**src/rtl/sat_mac_pkg.sv**
```systemverilog
// -----------------------------------------------------------------------------
// sat_mac_pkg
// Shared types and helpers for the saturating MAC datapath.
//   state_t  : control states (IDLE, ACC, OUT)
//   sym_max  : largest value of the symmetric signed range for a width w
//   sym_min  : -sym_max; -2^(w-1) is deliberately excluded from the range
//   sat_sym  : clamps a 64-bit signed value into [sym_min(w), sym_max(w)]
// -----------------------------------------------------------------------------
package sat_mac_pkg;

  typedef enum logic [1:0] {
    IDLE = 2'd0,
    ACC  = 2'd1,
    OUT  = 2'd2
  } state_t;

  function automatic logic signed [63:0] sym_max(input int w);
    return (64'sd1 <<< (w - 1)) - 64'sd1;
  endfunction

  function automatic logic signed [63:0] sym_min(input int w);
    return -sym_max(w);
  endfunction

  function automatic logic signed [63:0] sat_sym(input logic signed [63:0] value,
                                                 input int w);
    if (value > sym_max(w)) return sym_max(w);
    if (value < sym_min(w)) return sym_min(w);
    return value;
  endfunction

endpackage

```
**src/rtl/sat_mul.sv**
```systemverilog
// -----------------------------------------------------------------------------
// sat_mul
// Stage-1 combinational product: clamp operands to the symmetric range,
// full-width signed multiply, arithmetic shift right by FRAC (floor),
// saturate back to W bits.
// Ports:
//   i_a, i_b : signed operands (W bits)
//   o_prod   : saturated, scaled product (W bits)
//   o_sat    : high when the product had to be saturated
// -----------------------------------------------------------------------------
module sat_mul
  import sat_mac_pkg::*;
#(
  parameter int W    = 8,
  parameter int FRAC = 0
) (
  input  logic signed [W-1:0] i_a,
  input  logic signed [W-1:0] i_b,
  output logic signed [W-1:0] o_prod,
  output logic                o_sat
);

  localparam logic signed [W-1:0] MIN_W   = W'(sym_min(W));
  localparam logic        [W-1:0] NEG_FS  = {1'b1, {(W-1){1'b0}}};

  logic signed [W-1:0]   w_a;
  logic signed [W-1:0]   w_b;
  logic signed [2*W-1:0] w_full;
  logic signed [2*W-1:0] w_shift;
  logic signed [63:0]    w_ext;
  logic signed [63:0]    w_clip;

  // -2^(W-1) has no positive counterpart; fold it onto MIN before use
  assign w_a     = (i_a == NEG_FS) ? MIN_W : i_a;
  assign w_b     = (i_b == NEG_FS) ? MIN_W : i_b;
  assign w_full  = w_a * w_b;
  assign w_shift = w_full >>> FRAC;
  assign w_ext   = 64'(w_shift);
  assign w_clip  = sat_sym(w_ext, W);
  assign o_prod  = w_clip[W-1:0];
  assign o_sat   = (w_clip != w_ext);

endmodule

```
**src/rtl/sat_mac_acc.sv**
```systemverilog
// -----------------------------------------------------------------------------
// sat_mac_acc
// Pipelined saturating fixed-point MAC. Accumulates N_TERMS (a, b) pairs with
// per-term symmetric saturation and presents one result per neuron.
// Optional macro SAT_MAC_OVF_FLAG_EN adds the sticky 'ovf' output.
// Ports:
//   clk, rst                       : clock, async active-high reset
//   in_valid/in_ready, in_a, in_b  : operand stream
//   out_valid/out_ready, out_sum   : result stream
//   ovf (macro only)               : any saturation within the current neuron
// Pipeline: stage 1 registers the product, stage 2 updates the accumulator;
// the FSM leaves ACC only after the last term has fully drained.
// -----------------------------------------------------------------------------
module sat_mac_acc
  import sat_mac_pkg::*;
#(
  parameter int W       = 8,
  parameter int FRAC    = 0,
  parameter int N_TERMS = 16
) (
  input  logic                clk,
  input  logic                rst,
  input  logic                in_valid,
  output logic                in_ready,
  input  logic signed [W-1:0] in_a,
  input  logic signed [W-1:0] in_b,
  output logic                out_valid,
  input  logic                out_ready,
  output logic signed [W-1:0] out_sum
`ifdef SAT_MAC_OVF_FLAG_EN
  ,
  output logic                ovf
`endif
);

  localparam int            CW    = $clog2(N_TERMS + 1);
  localparam logic [CW-1:0] N_CNT = CW'(N_TERMS);

  state_t              r_state;
  state_t              w_next;
  logic [CW-1:0]       r_cnt;
  logic signed [W-1:0] r_prod;
  logic signed [W-1:0] r_acc;
  logic                r_pvld;
  logic signed [W-1:0] w_prod;
  logic                w_prod_sat;
  logic                w_in_fire;
  logic                w_out_fire;
  logic signed [W:0]   w_sum;
  logic signed [63:0]  w_sum_ext;
  logic signed [63:0]  w_sum_clip;
  logic                w_sum_sat;

  sat_mul #(.W(W), .FRAC(FRAC)) u_mul (
    .i_a    (in_a),
    .i_b    (in_b),
    .o_prod (w_prod),
    .o_sat  (w_prod_sat)
  );

  assign w_in_fire  = in_valid & in_ready;
  assign w_out_fire = out_valid & out_ready;

  // W+1 bits cannot overflow for two in-range W-bit operands
  assign w_sum      = {r_acc[W-1], r_acc} + {r_prod[W-1], r_prod};
  assign w_sum_ext  = 64'(w_sum);
  assign w_sum_clip = sat_sym(w_sum_ext, W);
  assign w_sum_sat  = (w_sum_clip != w_sum_ext);

  always_ff @(posedge clk or posedge rst) begin
    if (rst) r_state <= IDLE;
    else     r_state <= w_next;
  end

  always_comb begin
    w_next = r_state;
    case (r_state)
      IDLE:    if (w_in_fire) w_next = ACC;
      ACC:     if ((r_cnt == N_CNT) && !r_pvld) w_next = OUT;
      OUT:     if (out_ready) w_next = IDLE;
      default: w_next = IDLE;
    endcase
  end

  always_comb begin
    in_ready  = 1'b0;
    out_valid = 1'b0;
    if (!rst) begin
      case (r_state)
        IDLE:    in_ready  = 1'b1;
        ACC:     in_ready  = (r_cnt < N_CNT);
        OUT:     out_valid = 1'b1;
        default: ;
      endcase
    end
  end

  always_ff @(posedge clk or posedge rst) begin
    if (rst) begin
      r_cnt  <= '0;
      r_prod <= '0;
      r_pvld <= 1'b0;
      r_acc  <= '0;
    end else begin
      r_pvld <= w_in_fire;
      if (w_in_fire) begin
        r_prod <= w_prod;
        r_cnt  <= r_cnt + CW'(1);
      end
      // out handshake only happens with the pipeline empty, so no overlap
      if (r_pvld) begin
        r_acc <= w_sum_clip[W-1:0];
      end else if (w_out_fire) begin
        r_acc <= '0;
        r_cnt <= '0;
      end
    end
  end

  assign out_sum = r_acc;

`ifdef SAT_MAC_OVF_FLAG_EN
  logic r_prod_sat;
  logic r_ovf;

  always_ff @(posedge clk or posedge rst) begin
    if (rst) begin
      r_prod_sat <= 1'b0;
      r_ovf      <= 1'b0;
    end else begin
      if (w_in_fire) r_prod_sat <= w_prod_sat;
      if (w_out_fire) r_ovf <= 1'b0;
      else if (r_pvld && (r_prod_sat || w_sum_sat)) r_ovf <= 1'b1;
    end
  end

  assign ovf = r_ovf;
`else
  logic w_unused_sat;
  assign w_unused_sat = w_prod_sat ^ w_sum_sat;
`endif

endmodule
```
**config.mk**
```make
export PLATFORM = sky130hd
export DESIGN_NAME = sat_mac_acc
export DESIGN_NICKNAME = d
export VERILOG_FILES = /design/src/rtl/sat_mac_pkg.sv /design/src/rtl/sat_mul.sv /design/src/rtl/sat_mac_acc.sv
export SDC_FILE = /design/constraint.sdc
export NUM_CORES = 1
export LEC_CHECK = 0
export CAP_MARGIN = 20
export CELL_PAD_IN_SITES_DETAIL_PLACEMENT = 1
export CELL_PAD_IN_SITES_GLOBAL_PLACEMENT = 1
export CORE_ASPECT_RATIO = 1.75
export CORE_MARGIN = 4
export CORE_UTILIZATION = 35
export DETAILED_ROUTE_END_ITERATION = 8
export PLACE_DENSITY = 0.67
export SYNTH_ARGS = -nofsm -noshare
export SYNTH_HDL_FRONTEND = slang
export SYNTH_SLANG_ARGS = --single-unit
```
**constraint.sdc**
```tcl
create_clock -name clk -period 2.6 [get_ports clk]
set_clock_uncertainty 0.05 [all_clocks]
set_input_delay 0.52 -clock clk [delete_from_list [all_inputs] [get_ports clk]]
set_output_delay 0.52 -clock clk [all_outputs]
set_load 0.005 [all_outputs]
```
==> report_table.html <==
<table>
<tr><th>Metric</th><th>Value</th></tr>
<tr><th colspan="2">Clock network</th></tr>
<tr><td>Clk root buf</td><td>sky130_fd_sc_hd__clkbuf_16</td></tr>
<tr><td>H-tree level count</td><td>1</td></tr>
<tr><td>Clock tree from TritonCTS</td><td>built</td></tr>
<tr><td>Worst-case clock buffer depth</td><td>2</td></tr>
<tr><td>Clock slew seen by the registers of the worst setup and hold paths</td><td>0.06 ns</td></tr>
<tr><td>Total clock sinks</td><td>24</td></tr>
<tr><td>Number of CTS-inserted buffers</td><td>3</td></tr>
<tr><td>Clock latency on the worst-skew pair</td><td>0.26 ns</td></tr>
<tr><th colspan="2">Global routing</th></tr>
<tr><td>Vias in the first global route</td><td>4160</td></tr>
<tr><td>Aggregate global routing overflow</td><td>0</td></tr>
<tr><td>Wire length of the first global-routing pass</td><td>19700 µm</td></tr>
<tr><td>Largest net degree at the start of global routing</td><td>25</td></tr>
<tr><td>Antenna violations before repair</td><td>0</td></tr>
<tr><td>Overall fraction of global-route tracks in use</td><td>19.0%</td></tr>
<tr><th colspan="2">Synth</th></tr>
<tr><td>Synthesized Nets</td><td>564</td></tr>
<tr><td>Count of state elements after synthesis</td><td>24</td></tr>
<tr><td>Yosys warning count</td><td>0</td></tr>
<tr><td>Number of cells produced by synthesis</td><td>449</td></tr>
<tr><td>Number of library cell types mapped by synthesis</td><td>49</td></tr>
<tr><td>Dominant synthesized flop cell</td><td>sky130_fd_sc_hd__dfrtp_1</td></tr>
<tr><td>Number of enable flip-flop cells after synthesis</td><td>0</td></tr>
<tr><td>Proportion of register bits with asynchronous set or reset after synthesis</td><td>100%</td></tr>
<tr><td>Synth Area per Inst</td><td>9.03 µm²</td></tr>
<tr><td>Part of the Yosys area used for sequential elements</td><td>14.8%</td></tr>
<tr><td>Post-synthesis instance area</td><td>4060 µm²</td></tr>
<tr><th colspan="2">STA</th></tr>
<tr><td>Highest attainable clock frequency</td><td>188 MHz</td></tr>
<tr><td>Total count of hold-check failures in the final report</td><td>0</td></tr>
<tr><td>Max Slew Vio Count</td><td>0</td></tr>
<tr><td>Period utilization</td><td>205%</td></tr>
<tr><td>Setup repair after global routing missed its margin</td><td>true</td></tr>
<tr><td>Number of setup violations in the final report</td><td>8</td></tr>
<tr><td>Min setup slack post-route</td><td>-2.72 ns</td></tr>
<tr><td>Relative max-transition margin</td><td>66.7%</td></tr>
<tr><td>Worst Tran Pin Value</td><td>0.499 ns</td></tr>
<tr><td>Time the worst path needs with I/O delays and setup</td><td>5.32 ns</td></tr>
<tr><th colspan="2">Worst setup path</th></tr>
<tr><td>Maximum fanout along the worst path</td><td>4</td></tr>
<tr><td>Slowest CP cell</td><td>sky130_fd_sc_hd__fa_1</td></tr>
<tr><td>Cells along the critical path</td><td>buf_8, nor4b_4, a21oi_4, nor2b_4, buf_6, ha_4, buf_6, fa_1, fa_1, inv_2, fa_1, inv_2, ha_4, a21o_1, nand2_2, buf_6, nand4_1, and3_4, or4_4, nor4_4, buf_4, o31a_1, o21ai_1</td></tr>
<tr><td>Kind of cell adding the most delay to the critical path</td><td>adder cells</td></tr>
<tr><td>Critical path buffers and inverters</td><td>7</td></tr>
<tr><td>Element type at the critical path end</td><td>flip-flop</td></tr>
<tr><td>Largest incremental delay on the critical path</td><td>0.60 ns</td></tr>
<tr><td>Startpoint-to-endpoint class of the critical path</td><td>primary input to flip-flop</td></tr>
<tr><td>Worst path arrival time</td><td>5.42 ns</td></tr>
<tr><td>CP required</td><td>2.70 ns</td></tr>
<tr><td>Startpoint Class</td><td>primary input</td></tr>
<tr><th colspan="2">Route</th></tr>
<tr><td>First-pass detailed-route iteration total</td><td>4</td></tr>
<tr><td>Remaining number of nets flagged by the antenna check after routing</td><td>0</td></tr>
<tr><td>Overall via count from detail_route</td><td>3596</td></tr>
<tr><td>Routed wire length per instance</td><td>17.2 µm</td></tr>
<tr><td>Remaining design rule violation count</td><td>0</td></tr>
<tr><td>Detail-routed via count per cell</td><td>5.10</td></tr>
<tr><td>DRC marker count from the first detailed-route iteration</td><td>68</td></tr>
<tr><td>Total length of routed wires</td><td>12100 µm</td></tr>
<tr><th colspan="2">Power</th></tr>
<tr><td>Areal power density over the cells</td><td>1320 nW/µm²</td></tr>
<tr><td>Static leakage power</td><td>0.00272 µW</td></tr>
<tr><td>Max rail drop VDD</td><td>0.000888 V</td></tr>
<tr><th colspan="2">Place</th></tr>
<tr><td>Post-Place Worst Slack</td><td>-3.40 ns</td></tr>
<tr><td>Post-detail-place hpwl</td><td>9960 µm</td></tr>
<tr><td>Number of input and output port buffers inserted</td><td>29</td></tr>
<tr><td>Routability Congestion</td><td>0.814</td></tr>
<tr><th colspan="2">Floorplanning</th></tr>
<tr><td>Initial core utilization</td><td>36.1%</td></tr>
<tr><td>Number of top-level design ports</td><td>30</td></tr>
<tr><td>Floorplan row count</td><td>51</td></tr>
<tr><td>Die height</td><td>150 µm</td></tr>
<tr><td>Die Span X</td><td>89.4 µm</td></tr>
<tr><td>Core region area</td><td>11200 µm²</td></tr>
<tr><td>Overall die area</td><td>13400 µm²</td></tr>
<tr><th colspan="2">Cells and area</th></tr>
<tr><td>Area Growth Syn to Fin</td><td>40.4%</td></tr>
<tr><td>Fill cell count</td><td>1284</td></tr>
<tr><td>Share of final-layout standard cells stronger than drive strength 1</td><td>32.1%</td></tr>
<tr><td>Final core utilization</td><td>50.7%</td></tr>
<tr><td>Inserted Diodes</td><td>0</td></tr>
<tr><td>Total Nets Final</td><td>690</td></tr>
<tr><th colspan="2">Outcome</th></tr>
<tr><td>Violations in the final reports</td><td>negative setup slack</td></tr>
<tr><td>Result of the run</td><td>complete, but fails checks</td></tr>
<tr><th colspan="2">Flow run</th></tr>
<tr><td>Max Cap Viol</td><td>0</td></tr>
<tr><th colspan="2">Hold path</th></tr>
<tr><td>Class of the tightest hold or removal check</td><td>flip-flop to flip-flop</td></tr>
</table>
per-stage QoR:
step | total power (µW) | TNS (ns) | hold slack, ns | std cells | instance area, µm²
after floorplan | 4060 | -20.03 | 0.398 | 449 | 4180
after global placement | 5960 | -26.16 | 0.427 | 680 | 5170
after detailed placement | 6200 | -27.14 | 0.431 | 680 | 5170
after CTS | 7180 | -21.07 | 0.447 | 700 | 5530
after global routing | 8210 | -23.05 | 0.474 | 705 | 5690
final | 7530 | -21.04 | 0.444 | 705 | 5690
state kept, by name, indices dropped and copies added (netlist names):
name,cells
r_prod,8
out_sum,8
r_state,2
r_cnt,5
r_pvld,1
report_power, final:
group	internal (µW)	total, µW	leakage, µW	switching (µW)
registers	533	686	0.000288	153
clock network	204	337	0.0000370	133
logic	3290	6500	0.00239	3220
total	4020	7530	0.00272	3510
cell usage in the layout, fill, tap and decap left out, drive strengths merged, types with 2 or more instances in the layout:
cell	instances
o21bai	3
ha	39
nand2b	7
nor2b	20
buf	105
nand4	4
a31oi	3
and2	32
a21oi	19
clkbuf	4
nor4b	3
dlygate4sd2	2
and3	3
xnor2	13
o2111a	2
xor2	11
dfrtp	24
nand2	33
mux2i	3
a221oi	3
a21o	9
fa	56
maj3	2
clkdlybuf4s50	13
nor2	24
nor3	7
o21ai	8
a41oi	2
a311oi	2
a2bb2oi	5
inv	90
nand3	3
nor4	5
clkdlybuf4s15	2
worst paths after layout:
path                                 start         end  slack [ns]  depth (start not counted)
worst max-delay path               in_b[6]   r_prod[6]       -2.72                         23
worst min-delay path            r_state[1]  r_state[0]        0.44                          1
worst max register to register  out_sum[0]  out_sum[6]        0.13                         10
worst min register to register  r_state[1]  r_state[0]        0.44                          1
max in group asynchronous              rst  out_sum[1]        1.62                          3
min in group asynchronous              rst    r_cnt[2]        0.63                          3
synthesized netlist by cell type (all sizes together) (2+ instances only):
cell / count / area share, %
o21bai: 3 / 0.56
nor3: 7 / 0.86
dfrtp: 24 / 15
o21ai: 8 / 0.99
o2111a: 2 / 0.56
a21o: 9 / 1.7
a311oi: 2 / 0.43
nor2b: 20 / 3.1
nand3: 3 / 0.37
mux2i: 3 / 0.74
nor2: 24 / 2.3
maj3: 2 / 0.49
xnor2: 13 / 3.0
a31oi: 3 / 0.46
a2bb2oi: 5 / 1.1
xor2: 11 / 2.4
ha: 39 / 12
a41oi: 2 / 0.43
and3: 3 / 0.46
inv: 90 / 8.3
nand2: 33 / 3.1
clkbuf: 2 / 0.19
and2: 32 / 4.9
a21oi: 19 / 2.3
fa: 56 / 28
nand2b: 7 / 1.1
nor4b: 3 / 0.65
nand4: 4 / 0.62
a221oi: 3 / 0.80
nor4: 5 / 1.1
final cells by class:
type                       instances  area, µm²  share of cell area (%)
tap                              132        165                    2.90
multi-input combinational        333       3500                    61.4
sequential                        24        601                    10.5
clock buffer                       3       75.1                    1.32
timing repair buffer             123       1010                    17.8
inverter                          90        340                    5.98
cells by family (layout without fill, tap and decap cells):
family          after synthesis  after routing  share of synthesized area (%)
compound gates               65             65                           11.1
xor+xnor                     24             24                           5.37
fa+ha+maj                    97             97                           40.2
buf+inv                      92            216                           8.52
flops                        24             24                           14.8
mux                           4              4                           1.02
simple gates                143            143                           19.0
repair_timing:
action,4_1_cts,5_1_grt
endpoints found under the setup margin,13,13
hold buffers,0,0
gates resized for setup,99,36
pin swaps,38,46
gates cloned,0,0
buffers inserted,17,6
per-layer routing:
metal  track usage (%)  up-vias  routed length (µm)
met5                 0        -                   0
met4              6.18        0                 386
met3             0.712       26                 125
met2              41.1       48                7750
met1              17.3     1827                3880
li1                  -     1695                   -
No activity file was read; power rests on OpenSTA's default activity.
